### src/rtl/outch_ctrl_pkg.sv
// Shared definitions for the output-channel controller: port count, flit
// type encodings, enable constants, FSM state type and a port-index helper.
package outch_ctrl_pkg;

  localparam int NPORT = 5;
  localparam int PORTW = 3;
  localparam int VCH   = 1;
  localparam int VCHW  = 1;

  localparam logic [1:0] TYPE_HEAD     = 2'b00;
  localparam logic [1:0] TYPE_DATA     = 2'b01;
  localparam logic [1:0] TYPE_TAIL     = 2'b10;
  localparam logic [1:0] TYPE_HEADTAIL = 2'b11;

  localparam logic ENABLE  = 1'b1;
  localparam logic DISABLE = 1'b0;

  typedef enum logic {
    ST_IDLE = 1'b0,
    ST_BUSY = 1'b1
  } state_t;

  // Next port index, wrapping after the last input port.
  function automatic logic [PORTW-1:0] next_port(input logic [PORTW-1:0] p);
    return (p == PORTW'(NPORT - 1)) ? '0 : p + 1'b1;
  endfunction

endpackage

### src/rtl/outch_ctrl_rr_arb5.sv
// Five-input round-robin arbiter. Purely combinational: searches elig
// upward from ptr (mod 5) and returns a one-hot winner and its index.
module rr_arb5
  import outch_ctrl_pkg::*;
(
  input  logic [NPORT-1:0] elig,
  input  logic [PORTW-1:0] ptr,
  output logic [NPORT-1:0] win,
  output logic [PORTW-1:0] idx,
  output logic             found
);

  // First eligible port at or after the pointer wins.
  always_comb begin
    logic [PORTW-1:0] p;
    win   = '0;
    idx   = '0;
    found = 1'b0;
    p     = ptr;
    for (int k = 0; k < NPORT; k++) begin
      if (!found && elig[p]) begin
        found  = 1'b1;
        idx    = p;
        win[p] = 1'b1;
      end
      p = next_port(p);
    end
  end

endmodule

### src/rtl/outch_ctrl.sv
// Output-channel controller: wormhole switch grant for five input ports,
// downstream per-VC credit counters and per-VC packet locks.
// Optional build macro OUTCH_ERR_CHK_EN adds a sticky err[2:0] output
// (bit0 credit overflow, bit1 send at zero credits, bit2 ungranted send).
//
// Handshake: a port raises req with its target VC; once grt[i] is high it
// may assert send[i] for one flit per cycle, with last[i] on the tail.
// Flits are only honoured from the granted port; the grant drops on the
// edge that accepts the tail, leaving at least one idle grant cycle.
module outch_ctrl
  import outch_ctrl_pkg::*;
#(
  parameter int PCHID   = 0,
  parameter int NVCH    = 2,
  parameter int CREDITS = 4,
  localparam int VW = (NVCH > 1) ? $clog2(NVCH) : 1,
  localparam int CW = $clog2(CREDITS + 1)
) (
  input  logic                clk,
  input  logic                rst,
  input  logic [NPORT-1:0]    req,
  input  logic [NPORT*VW-1:0] req_vc,
  input  logic [NPORT-1:0]    send,
  input  logic [NPORT-1:0]    last,
  input  logic                credit_in,
  input  logic [VW-1:0]       credit_vc,
  output logic [NPORT-1:0]    grt,
  output logic [NVCH-1:0]     irdy,
  output logic [NVCH-1:0]     ilck,
  output logic                osend,
  output logic [VW-1:0]       ovc
`ifdef OUTCH_ERR_CHK_EN
  ,
  output logic [2:0]          err
`endif
);

  state_t           state, state_nx;
  logic [PORTW-1:0] owner, owner_nx;
  logic [PORTW-1:0] ptr, ptr_nx;
  logic [NPORT-1:0] grt_nx;
  logic             sent, sent_nx;
  logic [NVCH-1:0]  lock;
  logic [CW-1:0]    cnt [NVCH];

  logic [NPORT-1:0] elig;
  logic [NPORT-1:0] win;
  logic [PORTW-1:0] win_idx;
  logic             win_found;
  logic             gsend;
  logic             gtail;
  logic [NVCH-1:0]  dec_v;
  logic [NVCH-1:0]  inc_v;

  assign ovc   = req_vc[int'(owner)*VW +: VW];
  assign osend = |(send & grt);
  assign gsend = send[owner] & grt[owner];
  assign gtail = gsend & last[owner];
  assign ilck  = lock;

  // A request is eligible only if its target VC is not owned by a packet.
  always_comb begin
    logic [VW-1:0] vc;
    logic          locked;
    elig = '0;
    for (int i = 0; i < NPORT; i++) begin
      vc     = req_vc[i*VW +: VW];
      locked = 1'b0;
      for (int v = 0; v < NVCH; v++) begin
        if (VW'(v) == vc) locked = lock[v];
      end
      elig[i] = req[i] & ~locked;
    end
  end

  rr_arb5 u_arb (
    .elig  (elig),
    .ptr   (ptr),
    .win   (win),
    .idx   (win_idx),
    .found (win_found)
  );

  // Grant FSM next-state: grant in IDLE, hold until tail or abort in BUSY.
  always_comb begin
    state_nx = state;
    owner_nx = owner;
    ptr_nx   = ptr;
    grt_nx   = grt;
    sent_nx  = sent;
    case (state)
      ST_IDLE: begin
        if (win_found) begin
          owner_nx = win_idx;
          grt_nx   = win;
          sent_nx  = 1'b0;
          state_nx = ST_BUSY;
        end
      end
      ST_BUSY: begin
        if (gtail) begin
          grt_nx   = '0;
          ptr_nx   = next_port(owner);
          sent_nx  = 1'b0;
          state_nx = ST_IDLE;
        end else if (!req[owner] && !send[owner] && !sent) begin
          // Requester withdrew before any flit left: release, keep pointer.
          grt_nx   = '0;
          state_nx = ST_IDLE;
        end else if (gsend) begin
          sent_nx = 1'b1;
        end
      end
      default: state_nx = ST_IDLE;
    endcase
  end

  // Grant FSM registers.
  always_ff @(posedge clk or posedge rst) begin
    if (rst) begin
      state <= ST_IDLE;
      owner <= '0;
      ptr   <= '0;
      grt   <= '0;
      sent  <= 1'b0;
    end else begin
      state <= state_nx;
      owner <= owner_nx;
      ptr   <= ptr_nx;
      grt   <= grt_nx;
      sent  <= sent_nx;
    end
  end

  // Per-VC credit consume/return strobes.
  always_comb begin
    dec_v = '0;
    inc_v = '0;
    for (int v = 0; v < NVCH; v++) begin
      dec_v[v] = gsend && (ovc == VW'(v));
      inc_v[v] = credit_in && (credit_vc == VW'(v));
    end
  end

  // VC lock: head flit sets, tail clears; a HEADTAIL flit nets to unlocked.
  always_ff @(posedge clk or posedge rst) begin
    if (rst) begin
      lock <= '0;
    end else begin
      for (int v = 0; v < NVCH; v++) begin
        if (dec_v[v]) begin
          if (gtail) lock[v] <= 1'b0;
          else       lock[v] <= 1'b1;
        end
      end
    end
  end

  // Credit counters saturate at both ends; send plus return cancels out.
  always_ff @(posedge clk or posedge rst) begin
    if (rst) begin
      for (int v = 0; v < NVCH; v++) cnt[v] <= CW'(CREDITS);
    end else begin
      for (int v = 0; v < NVCH; v++) begin
        if (dec_v[v] && !inc_v[v] && cnt[v] != '0)
          cnt[v] <= cnt[v] - 1'b1;
        else if (inc_v[v] && !dec_v[v] && cnt[v] != CW'(CREDITS))
          cnt[v] <= cnt[v] + 1'b1;
      end
    end
  end

  // Downstream readiness straight from the counters.
  always_comb begin
    irdy = '0;
    for (int v = 0; v < NVCH; v++) irdy[v] = (cnt[v] != '0);
  end

`ifdef OUTCH_ERR_CHK_EN
  // Sticky protocol error flags.
  always_ff @(posedge clk or posedge rst) begin
    if (rst) begin
      err <= '0;
    end else begin
      for (int v = 0; v < NVCH; v++) begin
        if (inc_v[v] && !dec_v[v] && cnt[v] == CW'(CREDITS)) err[0] <= 1'b1;
        if (dec_v[v] && cnt[v] == '0)                        err[1] <= 1'b1;
      end
      if (|(send & ~grt)) err[2] <= 1'b1;
    end
  end
`endif

endmodule

### config.mk
export PLATFORM = sky130hd
export DESIGN_NAME = outch_ctrl
export DESIGN_NICKNAME = d
export VERILOG_FILES = /design/src/rtl/outch_ctrl_pkg.sv /design/src/rtl/outch_ctrl_rr_arb5.sv /design/src/rtl/outch_ctrl.sv
export SDC_FILE = /design/constraint.sdc
export NUM_CORES = 1
export LEC_CHECK = 0
export ABC_AREA = 1
export ABC_CLOCK_PERIOD_IN_PS = 3050
export BUFFER_PORTS_ARGS = -buffer_cell sky130_fd_sc_hd__buf_4
export CAP_MARGIN = 40
export CORE_ASPECT_RATIO = 1.25
export CORE_MARGIN = 5
export CORE_UTILIZATION = 35
export DETAILED_ROUTE_END_ITERATION = 6
export PLACE_DENSITY = 0.57
export SETUP_SLACK_MARGIN = 0.5
export SKIP_LAST_GASP = 1
export SLEW_MARGIN = 15
export SYNTH_ARGS = -nofsm -noshare
export SYNTH_HDL_FRONTEND = slang
export SYNTH_SLANG_ARGS = --single-unit
### constraint.sdc
create_clock -name clk -period 3.05 [get_ports clk]
set_input_delay 0.1525 -clock clk [delete_from_list [all_inputs] [get_ports clk]]
set_output_delay 0.1525 -clock clk [all_outputs]
set_load 0.03 [all_outputs]
==> run metrics, run 1 <==
run status completed; initial core utilization 36.2%; initial detailed-routing violation count 150; full die area 0.00854 sq mm; slew of the pin with the lowest slew margin 0.689 ns; WL final 6990 microns; Yosys Warn Count 0; slowest CP cell dfrtp_2; GRT Util Overall 16.5%; Crit path top cell by count nand2_1; Sink Count 21; DP HPWL 5520 microns; CTS root buf clkbuf_8; Cell Chain, Critical Path inv_4 > ha_4 > inv_4 > ha_4 > inv_4 > ha_4 > clkinvlp_4 > nand2_4 > nand2_4 > nand2_1 > nand2_1 > nand2_1 > nand2_1 > nand2_2 > nand2_4 > nand3_1 > nand2_1 > nand2_1 > nand2_1; largest net degree at the start of global routing 18; cts bufs inserted 3; RePlAce Congestion 0.876; syn_area_per_cell 6.04 sq um; initial antenna violation count 0; Max Buffers Root-to-Sink 2; die height 102 microns; post-route minimum period 2.52 ns; Area Growth Syn to Fin 32.8%; WL per Instance 13.0 microns; Worst Skew 0.00373 ns; Post-Syn Instances 393; fmax 0.397 GHz; Setup-failing EPs final 0; routed via count 2,645; I/O pin cnt 35; Final nets 485; cell area after synthesis 0.00237 sq mm; Crit. End Element flop; count of final hold-check violations 0; CP arrival 2.67 ns; setup TNS 0 ns; Data required, critical path 3.20 ns; Final ANT Viol Nets 0; Crit Path Max Fanout 7; vias in the first global route 2,529; Slew headroom 53.6%; CTS clk-pin slew, worst paths 0.07 ns; fin crit share 82.6%; Core ar. 0.00657 sq mm; Global Route met2 Usage 30.1%; TritonCTS clock tree done; Die W 83.7 microns; total grt overflow 0; cell family with most CP delay simple AND/OR/NAND/NOR gates; TritonRoute pass-1 iters 4; worst min path class in2reg; gr busiest metal met2; CP peak stage delay 0.39 ns; M1 GR Usage 21.3%; Critical Path Start Type flop; Seq/Total Area, Yosys 22.2%; global routing usage on met3 1.05%; critical path type reg2reg; antenna cells 0; unique cell type count in the Yosys netlist 37; cell row count 33; Synth Register Bits 21; max-cap violations 0; synthesized net count 428; first-pass GRT wire length 11,700 microns; max-slew violation count 0; Filler Cells Inserted 691; Vias/cell 4.93; share of cells above drive strength 1 27.8%; H-tree levels 1; Clock Latency Late Sink 0.25 ns; Port Buffers 34; DRC violations left 0; RSZ-0062 raised after global routing yes; CP bufs+invs 4
## cells in the mapped netlist (all sizes together)
cell / instances / share of area [%]
nand4: 9 / 2.9
inv: 59 / 9.4
a31oi: 1 / 0.26
xnor2: 1 / 0.37
a22oi: 1 / 0.32
buf: 3 / 1.2
clkinv: 2 / 0.32
or2: 1 / 0.26
nand2: 142 / 25
nand3: 56 / 13
xor2: 5 / 1.8
clkbuf: 1 / 0.16
a32oi: 1 / 0.37
o21ai: 19 / 4.0
dfstp: 2 / 2.2
a21oi: 12 / 2.5
o22ai: 2 / 0.53
nand3b: 1 / 0.32
fa: 2 / 1.7
a221oi: 1 / 0.37
dfrtp: 19 / 20
o31ai: 1 / 0.32
nor3: 3 / 1.1
ha: 9 / 4.7
o21a: 1 / 0.32
nor2: 39 / 6.6
## what timing repair did
item                                    in CTS  in global routing
hold endpoints to repair                     3                  0
hold buffers                                 1                  0
pin swaps                                    8                 19
endpoints found under the setup margin      11                 13
buffers inserted                            11                  5
cloned                                       1                  0
gates resized for setup                     15                 29
## through the flow
stage	hold WS, ns	instances	util (%)	setup slack [ns]	area (sq um)
floorplan	0.128	393	-	0.359	2440
global placement	0.360	513	42.5	0.237	2790
detailed placement	0.110	514	43.0	0.178	2820
CTS	0.303	531	45.7	0.499	3000
global route	0.342	536	48.0	0.359	3150
finish	0.295	536	48.0	0.530	3150
## per-layer routing
layer  share of wire (%)  wire length (microns)  vias to the layer above
li1                    -                      -                     1371
met1                  45                   3140                     1218
met2                  51                   3580                       52
met3                 3.0                    209                        4
met4                0.86                     60                        0
met5                   0                      0                        -
## cell type report
cell class | instances | area (sq um) | area share (%)
clock buffers | 4 | 45.0 | 1.43
inverters | 61 | 246 | 7.82
flip-flops and latches | 21 | 531 | 16.8
repair buffers | 55 | 443 | 14.1
well taps | 87 | 109 | 3.45
multi-input cells | 307 | 1770 | 56.2
repair inverters | 1 | 7.51 | 0.238
## flip-flops by register name, indices dropped and copies added (netlist names)
signal,flops
ptr,3
grt,5
ilck,2
owner,3
sent,1
cnt,6
state,1
## cell families (layout without fill, tap and decap cells)
group | Yosys count | after routing | synth area share [%]
buffers and inverters | 65 | 121 | 11.1
flip-flops | 21 | 21 | 22.2
XOR/XNOR | 6 | 6 | 2.21
adder cells (fa/ha/maj) | 11 | 11 | 6.43
AO/OA/AOI/OAI | 39 | 39 | 9.01
AND/OR/NAND/NOR | 251 | 251 | 49.0
## final timing paths
kind | start | end | slack [ns] | cells after the start
min in group asynchronous | rst | cnt[0] | 0.40 | 3
min reg2reg | cnt[0] | cnt[0] | 0.47 | 1
min | credit_vc | cnt[5] | 0.30 | 6
max in group asynchronous | rst | cnt[2] | 2.20 | 4
max reg2reg | ptr[0] | owner[1] | 0.53 | 19
max | ptr[0] | owner[1] | 0.53 | 19
## tightest hold or removal path, cell delays in order
cell	delay [ns]
buf_4	0.08
nor2_1	0.04
nand3_1	0.09
nand2_1	0.05
nand2_1	0.07
xnor2_1	0.06
## layout by cell type, fill, tap and decap left out, types with 2 or more instances in the layout
cell type   count
a21oi_1        12
buf_4          51
buf_6           2
clkbuf_8        3
clkinvlp_4      2
dfrtp_1        17
dfrtp_2         2
dfstp_2         2
fa_1            2
ha_1            5
ha_4            4
inv_1          47
inv_2           6
inv_4           5
nand2_1       121
nand2_2        10
nand2_4        11
nand3_1        44
nand3_2        12
nand4_1         7
nand4_4         2
nor2_1         31
nor2_2          4
nor2_4          4
nor3_1          2
o21ai_0        17
o21ai_1         2
o22ai_1         2
xor2_1          4
Power of run 1 is left out: the tool's default activity adds up to more than one toggle a clock period on the data nets, which glitch-free logic cannot reach.
==> inputs of run 2 (changes only) <==
ABC_CLOCK_PERIOD_IN_PS = 2500   (was 3050)
PLACE_DENSITY = 0.55   (was 0.57)
clock period = 2.5 ns   (was 3.05 ns; I/O delays follow)
==> run 2 against run 1 <==
The run now ends with setup timing left. Via count is 2.6% higher. Clock-buffer cell count stayed put. Sequential share of layout area is 0.52 points lower. Utilization is 1.5 points higher. Die area stayed put. Sequential cell count stayed put. Largest cell class unchanged.
==> run metrics, run 2 (synthesis results as in run 1) <==
run status finished, violations left; failing checks setup timing; Crit. End Element flop; Largest register FFs 6 (unchanged); hold_ws 0.273 ns (-0.0223 ns); Setup-failing EPs final 2 (+2); RePlAce Congestion 0.928 (+6.0%); Port Buffers 34 (unchanged); TritonRoute pass-1 iters 5 (+1); critical path type reg2reg; Sink Count 21 (unchanged); CTS clk-pin slew, worst paths 0.07 ns (about the same); cts bufs inserted 3 (unchanged); commonest non-fill, non-tap cells in the layout nand2_1, buf_4, inv_1, nand3_1, nor2_1; Crit Path Max Fanout 6 (-1); count of final hold-check violations 0 (unchanged); first-pass GRT wire length 12,000 microns (+2.8%); worst min path class in2reg; Area Growth Syn to Fin 37.0%; WL per Instance 13.1 microns (about the same); TritonCTS clock tree done; largest registers cnt: 6 flops, grt: 5 flops; Core ar. 0.00657 sq mm (unchanged); CP bufs+invs 3 (-1); largest reg by FF count cnt; Setup Slack @ Placement -0.0688 ns (-0.246 ns); initial detailed-routing violation count 131 (-13%); cell family with most CP delay simple AND/OR/NAND/NOR gates; antenna cells 0 (unchanged); DP HPWL 5730 microns (+3.8%); CP arrival 2.66 ns (about the same); Vias/cell 4.94 (+0.14%); initial core utilization 36.2% (unchanged); fmax 0.398 GHz (+0.42%); cell row count 33 (unchanged); slowest CP cell dfrtp_1; Data required, critical path 2.66 ns (-0.54 ns); die height 102 microns (unchanged); routed via count 2,713 (+2.6%); largest net degree at the start of global routing 17 (-1); share of cells above drive strength 1 31.0% (+3.1 points); Filler Cells Inserted 669 (-3.2%); WL final 7170 microns (+2.5%); max-cap violations 0 (unchanged); slew of the pin with the lowest slew margin 0.367 ns (-0.322 ns); Crit path top cell by count ha_4; Max Buffers Root-to-Sink 2 (unchanged); Die W 83.7 microns (unchanged); Slew headroom 75.5% (+22 points); commonest non-fill, non-tap cell in the layout nand2_1; Final nets 498 (+2.7%); H-tree levels 1 (unchanged); RSZ-0062 raised after global routing yes; Cell Chain, Critical Path inv_2 > ha_4 > inv_4 > ha_4 > nand4_4 > nand2_4 > ha_4 > nor2_4 > nand3_2 > nand2_4 > xor2_4 > nand4_1 > buf_4 > nand4_2 > nand2_2 > nand2_1 > nand2_1; vias in the first global route 2,668 (+5.5%); CTS root buf clkbuf_8; post-route minimum period 2.51 ns (-0.0105 ns); Worst Skew 0.00231 ns (-0.00141 ns); Final ANT Viol Nets 0 (unchanged); max-slew violation count 0 (unchanged); I/O pin cnt 35 (unchanged); setup slack after layout -0.00943 ns (-0.540 ns); Critical Path Start Type flop; R2R cell count 17 (-2); CP peak stage delay 0.37 ns (-0.02 ns); DRC violations left 0 (unchanged); full die area 0.00854 sq mm (unchanged); hold path depth 6 (unchanged); fin crit share 100% (+18 points); GRT Util Overall 17.1% (+0.64 points); Critical Path Stages 17 (-2); total grt overflow 0 (unchanged); initial antenna violation count 0 (unchanged); Clock Latency Late Sink 0.26 ns (about the same)
-- run 2: changes by cell type in the layout (fill, tap and decap cells not counted), sizes merged --
| cell | before | now |
|---|---|---|
| buf | 54 | 67 |
| clkinvlp | 2 | 1 |
| inv | 58 | 59 |
-- run 2: path summary, 6_finish.rpt --
check                           endpoint  slack, ns       from
worst max-delay path              grt[0]     -0.009     ptr[0]
worst min register to register    cnt[0]       0.47     cnt[0]
worst max register to register    grt[0]     -0.009     ptr[0]
max in group asynchronous         cnt[2]       1.69        rst
min in group asynchronous         cnt[3]       0.36        rst
worst min-delay path              cnt[5]       0.27  credit_vc
-- run 2: stage by stage --
step                      cells  utilization [%]  area, sq um  TNS (ns)
after CTS                   544             48.0         3150         0
after global placement      535             45.3         2970    -0.147
after detailed placement    536             45.7         3000    -0.340
after global routing        549             49.5         3250     -1.23
final                       549             49.5         3250   -0.0160
after floorplan             393                -         2460     -1.69
-- run 2: cell type report --
class                   instances  area (sq um)  area share, %
repair buffers                 68           541           16.6
well taps                      87           109           3.35
clock buffers                   4          45.0           1.39
inverters                      61           239           7.35
multi-input cells             307          1780           54.8
repair inverters                1          7.51          0.231
flip-flops and latches         21           531           16.3
-- run 2: repair_timing --
action	in CTS	in global routing
cloned	1	0
buffers inserted	2	5
gates resized for setup	20	16
endpoints found under the setup margin	17	21
hold buffers	1	0
hold endpoints to repair	5	0
pin swaps	13	10
-- run 2: worst register-to-register path, delay by kind of cell, from the launching register on --
kind / cells / cell delay [ns]
xor gates and xnor gates: 1 / 0.18
buffers and inverters: 3 / 0.31
DFF: 1 / 0.37
adders and majority gates: 3 / 0.61
and+or+nand+nor: 10 / 0.93
-- run 2: per-layer routing --
| metal | wire, microns | GRT usage [%] | vias to the layer above | share of wire [%] |
|---|---|---|---|---|
| met5 | 0 | 0 | - | 0 |
| met4 | 142 | 5.82 | 0 | 2.0 |
| met3 | 266 | 2.10 | 11 | 3.7 |
| met2 | 3560 | 30.9 | 58 | 50 |
| met1 | 3200 | 21.1 | 1253 | 45 |
| li1 | - | - | 1391 | - |
Power of run 2 is left out for the same reason.
==> inputs of run 3 (changes only) <==
SETUP_SLACK_MARGIN = 0.02   (was 0.5)
==> run 3 against run 2 <==
Critical path depth is 1 higher. The run now ends clean. Critical endpoint is now owner[2]. Register-to-register slack gained 0.03 ns. Utilization up 0.69 points. Fmax increased by 1.4%. Worst setup slack better by 0.035 ns. Die area stayed put. Final cell count up 0.36%. Worst hold slack got worse by 0.016 ns. Sequential share of layout area down 0.30 points. Clock-buffer cell count stayed put. Non-clock buffer count grew 2. Cell area up 1.4%. Largest cell class unchanged.
==> run metrics, run 3 (synthesis results as in run 1) <==
share of cells above drive strength 1 30.8% (-0.13 points); Crit Path Max Fanout 7 (+1); first-pass GRT wire length 12,000 microns (-0.23%); setup TNS 0 ns (+0.0160 ns); largest registers cnt: 6 flops, grt: 5 flops; TritonRoute pass-1 iters 4 (-1); RePlAce Congestion 0.952 (+2.6%); Setup-failing EPs final 0 (-2); Max Buffers Root-to-Sink 2 (unchanged); Final nets 500 (+0.40%); cell row count 33 (unchanged); WL final 7110 microns (-0.80%); H-tree levels 1 (unchanged); Slew headroom 68.0% (-7.6 points); Critical Path Start Type flop; register area 528 sq um (-0.47%); final instance area 0.00330 sq mm (+1.4%); count of final hold-check violations 0 (unchanged); fmax 0.404 GHz (+1.4%); TritonCTS clock tree done; max-slew violation count 0 (unchanged); cts bufs inserted 3 (unchanged); Vias/cell 4.86 (-1.6%); critical path type reg2reg; vias in the first global route 2,620 (-1.8%); antenna cells 0 (unchanged); initial core utilization 36.2% (unchanged); slew of the pin with the lowest slew margin 0.476 ns (+0.109 ns); I/O pin cnt 35 (unchanged); RSZ-0062 raised after global routing yes; full die area 0.00854 sq mm (unchanged); post-route minimum period 2.47 ns (-0.0346 ns); run status completed; DRC violations left 0 (unchanged); Worst Skew 0.00357 ns (+0.00125 ns); WL per Instance 12.9 microns (-1.2%); largest reg by FF count cnt; Placed Area 0.00299 sq mm (-0.25%); Filler Cells Inserted 704 (+5.2%); commonest non-fill, non-tap cells in the layout nand2_1, buf_4, inv_1, nand3_1, nor2_1; Data required, critical path 2.71 ns (+0.05 ns); CTS clk-pin slew, worst paths 0.08 ns (about the same); routed via count 2,680 (-1.2%); initial antenna violation count 0 (unchanged); DP HPWL 5710 microns (-0.42%); die height 102 microns (unchanged); Port Buffers 34 (unchanged); Multi-input gate area 0.00181 sq mm (+1.5%); Crit. End Element flop; Clock Latency Late Sink 0.26 ns (about the same); Sink Count 21 (unchanged); CTS root buf clkbuf_8; total grt overflow 0 (unchanged); Core ar. 0.00657 sq mm (unchanged); largest net degree at the start of global routing 18 (+1); fin crit share 99.0% (-1.4 points); initial detailed-routing violation count 125 (-4.6%); GRT Util Overall 17.0% (-0.13 points); max-cap violations 0 (unchanged); Die W 83.7 microns (unchanged); CP arrival 2.68 ns (+0.02 ns); commonest non-fill, non-tap cell in the layout nand2_1; worst min path class in2reg; Final ANT Viol Nets 0 (unchanged); Largest register FFs 6 (unchanged); Area Growth Syn to Fin 38.9%
run 3: changes by cell type in the layout (fill, tap and decap cells not counted), sizes merged:
cell      change
inv           -1
clkinvlp      +1
buf           +2
run 3: area by class of cell:
type | count | area share [%]
Clock buffer | 4 | 1.37
Tap cell | 87 | 3.30
Inverter | 61 | 7.44
Sequential cell | 21 | 16.0
Timing Repair Buffer | 70 | 16.9
Multi-Input combinational cell | 307 | 54.8
Timing Repair inverter | 1 | 0.228
run 3: per-layer routing:
layer | vias up | global-route usage (%) | part of all wire [%]
met4 | 0 | 6.19 | 1.8
met3 | 10 | 1.69 | 3.7
li1 | 1394 | - | -
met2 | 58 | 29.5 | 49
met1 | 1218 | 22.0 | 45
met5 | - | 0 | 0
run 3: final timing paths:
check                           end  slack, ns      start  depth (start not counted)
setup / recovery           owner[2]       0.03     ptr[1]                         18
hold / removal               cnt[5]       0.26  credit_vc                          6
setup reg to reg           owner[2]       0.03     ptr[1]                         18
hold reg to reg              cnt[0]       0.48     cnt[0]                          1
max in group asynchronous   ilck[0]       1.79        rst                          4
min in group asynchronous    cnt[3]       0.35        rst                          3
run 3: worst max-delay path: stages, from the launching register on:
cell,delay (ns)
dfrtp_1,0.39
buf_4,0.16
ha_4,0.16
inv_2,0.06
nand2_4,0.07
nand4_4,0.11
nand2_4,0.07
ha_4,0.17
nor2_4,0.10
nand3_2,0.08
nand2_4,0.13
xor2_2,0.20
nand4_1,0.16
buf_4,0.18
nand2_4,0.08
nand3_2,0.07
nand2_2,0.07
nand2_2,0.06
nand2_2,0.07
run 3: repair_timing:
item / in CTS / in global routing
setup endpoints to repair: 8 / 13
endpoints found under the hold margin: 2 / 0
cloned: 0 / 1
buffers inserted: 2 / 7
resized for setup: 12 / 37
hold buffers: 1 / 0
pin swaps: 7 / 23
run 3: through the flow:
| step | util [%] | instances | hold WS [ns] | setup slack (ns) |
|---|---|---|---|---|
| after floorplan | - | 393 | 0.100 | -0.191 |
| after global placement | 45.2 | 536 | 0.335 | -0.0378 |
| after detailed placement | 45.6 | 537 | 0.0722 | -0.0816 |
| after CTS | 47.2 | 544 | 0.256 | 0.00597 |
| after global routing | 50.2 | 551 | 0.290 | -0.134 |
| final | 50.2 | 551 | 0.256 | 0.0252 |
Power of run 3 is left out for the same reason.
